--- config.mk ---
export PLATFORM = sky130hd
export DESIGN_NAME = regfile_param
export DESIGN_NICKNAME = d
export VERILOG_FILES = /design/src/rtl/regfile_param.sv
export SDC_FILE = /design/constraint.sdc
export NUM_CORES = 1
export LEC_CHECK = 0
export CORE_MARGIN = 2
export CORE_UTILIZATION = 50
export CTS_CLUSTER_DIAMETER = 200
export DETAILED_ROUTE_END_ITERATION = 6
export PLACE_DENSITY = 0.74
export SYNTH_ARGS = -nofsm -noshare
export SYNTH_HDL_FRONTEND = slang
export SYNTH_SLANG_ARGS = --single-unit
--- constraint.sdc ---
create_clock -name clk -period 1.9 [get_ports clk]
set_input_delay 0.38 -clock clk [delete_from_list [all_inputs] [get_ports clk]]
set_output_delay 0.38 -clock clk [all_outputs]
set_load 0.03 [all_outputs]
--- src/rtl/regfile_param.sv ---
// Parametrised register file: two combinational read ports with write-through
// bypass, one core write port, and a valid/ready load path into EXT_REG.
module regfile_param #(
  parameter int DATA_W   = 8,
  parameter int NUM_REGS = 4,
  parameter int ADDR_W   = $clog2(NUM_REGS),
  parameter int EXT_REG  = NUM_REGS - 1
) (
  input  logic                clk,
  input  logic                nReset,
  input  logic                wr_en,
  input  logic [ADDR_W-1:0]   wr_addr,
  input  logic [DATA_W-1:0]   wr_data,
  input  logic [ADDR_W-1:0]   rd_addr_a,
  output logic [DATA_W-1:0]   rd_data_a,
  input  logic [ADDR_W-1:0]   rd_addr_b,
  output logic [DATA_W-1:0]   rd_data_b,
  input  logic                ext_valid,
  input  logic [DATA_W-1:0]   ext_data,
  output logic                ext_ready,
  output logic [NUM_REGS-1:0] wr_mask,
  input  logic                mask_clr
);

  localparam logic [ADDR_W:0]   NUM_REGS_A = (ADDR_W + 1)'(NUM_REGS);
  localparam logic [ADDR_W-1:0] EXT_ADDR   = ADDR_W'(EXT_REG);

  logic [DATA_W-1:0]   regs_q [NUM_REGS];
  logic [DATA_W-1:0]   regs_d [NUM_REGS];
  logic [NUM_REGS-1:0] mask_q;
  logic [NUM_REGS-1:0] mask_d;
  logic                wr_in_range;
  logic                ext_xfer;

  // Handshake: a transfer occurs on a cycle where ext_valid && ext_ready.
  // ext_ready drops only while the core writes EXT_REG (core has priority) and
  // never looks at ext_valid; the source holds valid/data until it sees ready.
  always_comb begin
    wr_in_range = ({1'b0, wr_addr} < NUM_REGS_A);
    ext_ready   = !(wr_en && (wr_addr == EXT_ADDR));
    ext_xfer    = ext_valid && ext_ready;
  end

  always_comb begin
    regs_d = regs_q;
    mask_d = mask_clr ? '0 : mask_q;
    if (ext_xfer) begin
      regs_d[EXT_REG] = ext_data;
      mask_d[EXT_REG] = 1'b1;
    end
    // Setting after clearing makes a coincident write win over mask_clr.
    for (int i = 0; i < NUM_REGS; i++) begin
      if (wr_en && (wr_addr == ADDR_W'(i))) begin
        regs_d[i] = wr_data;
        mask_d[i] = 1'b1;
      end
    end
  end

  always_comb begin
    rd_data_a = '0;
    rd_data_b = '0;
    for (int i = 0; i < NUM_REGS; i++) begin
      if (rd_addr_a == ADDR_W'(i)) rd_data_a = regs_q[i];
      if (rd_addr_b == ADDR_W'(i)) rd_data_b = regs_q[i];
    end
    if (ext_xfer && (rd_addr_a == EXT_ADDR)) rd_data_a = ext_data;
    if (ext_xfer && (rd_addr_b == EXT_ADDR)) rd_data_b = ext_data;
    if (wr_en && wr_in_range && (rd_addr_a == wr_addr)) rd_data_a = wr_data;
    if (wr_en && wr_in_range && (rd_addr_b == wr_addr)) rd_data_b = wr_data;
  end

  always_ff @(posedge clk or negedge nReset) begin
    if (!nReset) begin
      for (int i = 0; i < NUM_REGS; i++) regs_q[i] <= DATA_W'(i);
      mask_q <= '0;
    end else begin
      for (int i = 0; i < NUM_REGS; i++) regs_q[i] <= regs_d[i];
      mask_q <= mask_d;
    end
  end

  assign wr_mask = mask_q;

endmodule

==> flow_metrics.env, run 1 <==
export IMPL_run_status="finished, violations left"
export IMPL_violations="negative setup slack"
export IMPL_cts_sinks=36
export IMPL_arrival_ps=1680
export IMPL_ctsLongestPathBuffers=2
export IMPL_worstMarginPinSlew_ps=492.5
export IMPL_std_cell_rows=24
export IMPL_routed_wl_um=12580
export IMPL_netlist_top_cells_area="dfrtp_1 (34%), mux4_2 (15%), mux2_2 (12%), o21ai_0 (5.5%), dfstp_2 (4.5%)"
export IMPL_r2r_slack_ps=800
export IMPL_final_layout_size_suffix_gt1_share_pct=69.81
export IMPL_worstPathRequired_ps=1520
export IMPL_r2r_start="regs_q[0]"
export IMPL_ys_types=27
export IMPL_grt_ovfl_total=0
export IMPL_post_route_min_period_ps=2056
export IMPL_power_mw=3.164
export IMPL_maxSlewHeadroom_pct=67.16
export IMPL_rsz0062_at_grt="yes"
export IMPL_clkLatencyLatePin_ps=310
export IMPL_vias=2883
export IMPL_vias_per_cell=7.792
export IMPL_async_flop_share_pct=100.0
export IMPL_use_met3_pct=11.67
export IMPL_min_from="wr_data[6]"
export IMPL_met1_usage_pct=52.56
export IMPL_cellLeakagePower_nw=1.643
export IMPL_worstSetupStartpointType="input port"
export IMPL_crit_path_max_incr_delay_ps=400
export IMPL_finalWorstSetupSlack_ps=-156.2
export IMPL_p_switching_mw=1.220
export IMPL_critPathSlowestCell="or3_4"
export IMPL_yosysTopAreaCell="dfrtp_1"
export IMPL_synth_top_area_share_pct=34.10
export IMPL_ant_nets=0
export IMPL_die_area_sq_um=5261
export IMPL_grt_pass1_wl_um=16770
export IMPL_worstSetupPathType="input port to output port"
export IMPL_busiest_layer="met2"
export IMPL_synth_edff_count=0
export IMPL_met2_usage_pct=68.89
export IMPL_dr_pass1_iters=5
export IMPL_crit_start="rd_addr_b[0]"
export IMPL_synthCells=205
export IMPL_chipHeight_um=72.54
export IMPL_critPathMaxFanout=5
export IMPL_p_sw_share_pct=38.55
export IMPL_cellPowerDensity_nw_per_um2=749.9
export IMPL_sequentialPowerShare_pct=32.3
export IMPL_fp_dieW_um=72.54
export IMPL_nets=344
export IMPL_skew_ps=0
export IMPL_cts_root_buf="clkbuf_8"
export IMPL_cpLargestDelayFamily="buffers and inverters"
export IMPL_grt_pass1_vias=2923
export IMPL_synthesis_nets=232
export IMPL_avgSynthCellArea_sq_um=11.46
export IMPL_slew_viol_final=0
export IMPL_drc_errors=0
export IMPL_fmax_mhz=486.3
export IMPL_htreeDepth=2
export IMPL_hold_viol=0
export IMPL_hold_ws_ps=497.8
export IMPL_syn_to_final_growth_pct=79.65
export IMPL_synth_area_sq_um=2349
export IMPL_power_share_clock_pct=19.6
export IMPL_setup_viol=16
export IMPL_synth_common_cells="dfrtp_1 (32), o21ai_0 (26), mux2_2 (24), nand3_1 (18)"
export IMPL_power_frac_comb_pct=48.1
export IMPL_cp_cell_sequence="buf_8 > buf_12 > xor2_2 > or3_4 > buf_12 > a31oi_4 > buf_6"
export IMPL_synth_most_common_cell="dfrtp_1"
export IMPL_pre_cts_slack_ps=-614.1
export IMPL_cts_made_buffers=5
export IMPL_start_util_pct=52.84
export IMPL_ys_seq_area_share_pct=38.57
export IMPL_critPathCaptureType="output port"
export IMPL_yosys_register_bits=36
export IMPL_antenna_found_initial=0
export IMPL_gp_congestion=0.8720
export IMPL_grt_start_max_net_pins=37
export IMPL_ios=48
export IMPL_clk_pin_slew_worst_paths_ps=80
export IMPL_path_common_cell="buf_12"
export IMPL_max_cap_viol_count=0
export IMPL_synth_flop_cell="dfrtp_1"
export IMPL_wire_per_inst_um=34.00
export IMPL_core_sq_um=4444
export IMPL_diodes=0
export IMPL_internal_power_mw=1.944
export IMPL_portBuffers=47
export IMPL_post_dp_hpwl_um=5635
export IMPL_drt_initial_drc_count=473
export IMPL_yosys_warnings=0
export IMPL_finalCritPeriodShare_pct=108.2
export IMPL_cts_tree="yes"
export IMPL_n_fill_cell=108
export IMPL_crit_buf_inv=4
export IMPL_ir_worst_vdd_v=0.0006218
export IMPL_worstHoldPathType="input port to flip-flop"
export IMPL_grt_usage_pct=44.08
## layer usage
metal | wire, um | vias up
li1 | - | 1027
met1 | 4015 | 1347
met2 | 5434 | 370
met3 | 1859 | 139
met4 | 1271 | 0
met5 | 0 | -
## area by class of cell
| type | count | area (sq um) | share of cell area (%) |
|---|---|---|---|
| Timing Repair Buffer | 121 | 1255 | 29.74 |
| Sequential cell | 36 | 905.9 | 21.47 |
| Clock buffer | 8 | 90.09 | 2.135 |
| Tap cell | 52 | 65.06 | 1.542 |
| Inverter | 5 | 23.77 | 0.5635 |
| Multi-Input combinational cell | 148 | 1879 | 44.54 |
## through the flow
step | setup TNS, ps | std cells | instance area, sq um | util, %
2_1_floorplan | -185.5 | 205 | 2529 | -
3_3_place_gp | -11510 | 346 | 3423 | 77.03
3_5_place_dp | -12850 | 346 | 3423 | 77.03
4_1_cts | -1189 | 367 | 4040 | 90.91
5_1_grt | -1755 | 370 | 4219 | 94.93
6_report | -1577 | 370 | 4219 | 94.93
## layout by cell type (no fill, tap or decap), types with 3 or more instances in the layout
cell,count
inv_1,3
nand3_1,6
buf_12,12
and3_4,3
o21ai_0,10
a31oi_4,16
dfstp_2,4
clkbuf_8,6
nand3_2,10
mux2_2,24
nor4_4,5
o21ai_2,16
buf_6,23
mux2i_1,8
mux4_2,16
buf_2,3
clkdlybuf4s50_1,21
dfrtp_1,32
buf_4,57
nor4_2,11
nand2_1,9
## worst register-to-register path, cell delays in order (launching register included)
cell and delay (ps):
dfstp_2 590, mux2i_1 90, o21ai_0 300
## power groups by stage
stage                     registers, mW  logic [mW]  clock network [mW]
final                              1.02        1.52               0.621
after global routing               1.02        1.55               0.649
after CTS                         0.993        1.35               0.573
after detailed placement           1.01        1.12                   0
after global placement            0.993        1.09                   0
after floorplan                   0.984       0.695                   0
## cells by family after synthesis
logic type	after synthesis	share of synthesized area [%]
mux	48	30.26
buf+inv	22	5.434
compound gates	44	10.60
simple gates	51	12.20
xor+xnor	4	2.930
flops	36	38.57
## state kept, by name, summed over array words and instances, names as in the netlist
name,cells
wr_mask,4
regs_q,32
## final timing paths
path,depth (start not counted),to
worst max register to register,2,regs_q[0]
worst min-delay path,3,regs_q[6]
min in group asynchronous,2,regs_q[8]
max in group asynchronous,2,regs_q[9]
worst min register to register,1,wr_mask[0]
worst max-delay path,7,rd_data_b[6]
## what timing repair did
item,in CTS,in global routing
pin swaps,20,15
setup endpoints to repair,17,16
cloned,3,0
hold buffers,0,0
gates resized for setup,134,35
setup buffers,11,4
(Power assumes the default switching activity.)
==> inputs of run 2 (changes only) <==
- SKIP_CTS_REPAIR_TIMING: not set -> 1
==> run 2 against run 1 <==
The flow still finishes with violations (negative setup slack). Fmax is 4.9% lower. Critical path type unchanged. Count of clock-buffer cells in the layout is the same. Worst setup slack lost 110 ps. Clock skew unchanged. Sequential cell count unchanged. Global-route usage decreased by 13 points. Largest power group unchanged. Sequential share of layout area rose by 1.7 points. Non-clock buffer count down 5. Via count down 14%. Sequential power barely moved. Final area down 7.4%.
==> flow_metrics.env, run 2 (synthesis gave the netlist of run 1 again) <==
export IMPL_cts_tree="yes"
export IMPL_final_layout_size_suffix_gt1_share_pct=59.62
export IMPL_cts_root_buf="clkbuf_8"
export IMPL_arrival_ps=1780
export IMPL_pre_cts_slack_ps=-614.1
export IMPL_vias_per_cell=6.805
export IMPL_setup_viol=16
export IMPL_layout_commonest_cell="buf_4"
export IMPL_sequentialPowerShare_pct=34.6
export IMPL_r2r_start="regs_q[0]"
export IMPL_std_cell_rows=24
export IMPL_finalCritPeriodShare_pct=113.8
export IMPL_fmax_mhz=462.6
export IMPL_drc_errors=0
export IMPL_grt_start_max_net_pins=37
export IMPL_largest_reg_flops=32
export IMPL_fp_dieW_um=72.54
export IMPL_cellLeakagePower_nw=1.565
export IMPL_hold_viol=0
export IMPL_n_fill_cell=197
export IMPL_start_util_pct=52.84
export IMPL_ios=48
export IMPL_p_switching_mw=1.015
export IMPL_place_area_sq_um=3423
export IMPL_grt_pass1_wl_um=12410
export IMPL_final_cell_mix="buf_4 (54), dfrtp_1 (32), mux2_2 (24)"
export IMPL_slew_viol_final=0
export IMPL_max_cap_viol_count=0
export IMPL_ctsLongestPathBuffers=2
export IMPL_crit_start="wr_data[6]"
export IMPL_post_dp_hpwl_um=5635
export IMPL_critPathCaptureType="output port"
export IMPL_cellPowerDensity_nw_per_um2=741.9
export IMPL_grt_ovfl_total=0
export IMPL_vias=2477
export IMPL_syn_to_final_growth_pct=66.33
export IMPL_finalWorstSetupSlack_ps=-261.6
export IMPL_grt_usage_pct=31.38
export IMPL_worstHoldPathType="flip-flop to flip-flop"
export IMPL_gp_congestion=0.8720
export IMPL_clk_pin_slew_worst_paths_ps=70
export IMPL_ir_worst_vdd_v=0.0004883
export IMPL_largest_register="regs_q"
export IMPL_drt_initial_drc_count=237
export IMPL_critPathMaxFanout=6
export IMPL_power_frac_comb_pct=45.6
export IMPL_final_cells=364
export IMPL_worstMarginPinSlew_ps=543.4
export IMPL_chipHeight_um=72.54
export IMPL_diodes=0
export IMPL_worstSetupPathType="input port to output port"
export IMPL_worstSetupStartpointType="input port"
export IMPL_ant_nets=0
export IMPL_violations="negative setup slack"
export IMPL_wire_per_inst_um=24.96
export IMPL_min_from="wr_mask[0]"
export IMPL_clkLatencyLatePin_ps=290
export IMPL_power_share_clock_pct=19.8
export IMPL_nets=338
export IMPL_die_area_sq_um=5261
export IMPL_post_route_min_period_ps=2162
export IMPL_design_area_sq_um=3906
export IMPL_run_status="finished, violations left"
export IMPL_rsz0062_at_grt="yes"
export IMPL_worstPathRequired_ps=1520
export IMPL_portBuffers=47
export IMPL_skew_ps=0
export IMPL_post_route_util_pct=87.89
export IMPL_antenna_found_initial=0
export IMPL_cts_made_buffers=5
export IMPL_internal_power_mw=1.884
export IMPL_grt_pass1_vias=2402
export IMPL_core_sq_um=4444
export IMPL_dr_pass1_iters=5
export IMPL_htreeDepth=2
export IMPL_dp_cells=346
export IMPL_p_sw_share_pct=35.01
export IMPL_routed_wl_um=9085
export IMPL_cts_sinks=36
export IMPL_maxSlewHeadroom_pct=63.44
[run 2: cell count changes in the layout (fill, tap and decap cells not counted), moves of 6 or more]
cell	change
nor4_2	-6
nor4_1	+11
nand3_2	-7
nand3_1	+7
o21ai_2	-8
o21ai_1	+6
[run 2: power groups by stage]
stage | combinational, mW | clock (mW) | sequential, mW
6_report | 1.32 | 0.573 | 1.00
5_1_grt | 1.37 | 0.612 | 1.01
3_3_place_gp | 1.09 | 0 | 0.993
2_1_floorplan | 0.695 | 0 | 0.984
4_1_cts | 1.12 | 0.573 | 0.993
3_5_place_dp | 1.12 | 0 | 1.01
[run 2: worst paths after layout]
check                           slack, ps  cells after the start      endpoint
max in group asynchronous            1020                      2     regs_q[1]
worst max-delay path                 -260                      5  rd_data_b[6]
worst max register to register       1000                      2     regs_q[0]
min in group asynchronous             520                      2    regs_q[14]
worst min-delay path                  510                      1    wr_mask[0]
worst min register to register        510                      1    wr_mask[0]
[run 2: per-layer routing]
metal,GRT usage (%),wire (um),vias up
met5,0,0,-
met4,10.29,334,0
li1,-,-,1021
met1,43.09,3502,1221
met3,6.111,874,34
met2,50.30,4373,201
[run 2: final cells by class]
cell class	count	area, sq um	area share [%]
Clock buffer	8	90.09	2.306
Inverter	5	23.77	0.6086
Multi-Input combinational cell	147	1639	41.96
Sequential cell	36	905.9	23.19
Tap cell	52	65.06	1.666
Timing Repair Buffer	116	1182	30.27
[run 2: through the flow]
stage               power (mW)  setup TNS, ps  hold WS, ps
floorplan                1.679         -185.5        84.41
global placement         2.081         -11510        465.5
detailed placement       2.123         -12850        492.5
CTS                      2.689         -10070        513.3
global route             2.998          -2131        528.4
finish                   2.898          -1721        511.2
[run 2: critical path, cell delays in order]
cell and delay, ps:
clkdlybuf4s50_1 540, nor4_1 440, buf_4 200, a31oi_4 40
buf_4 180
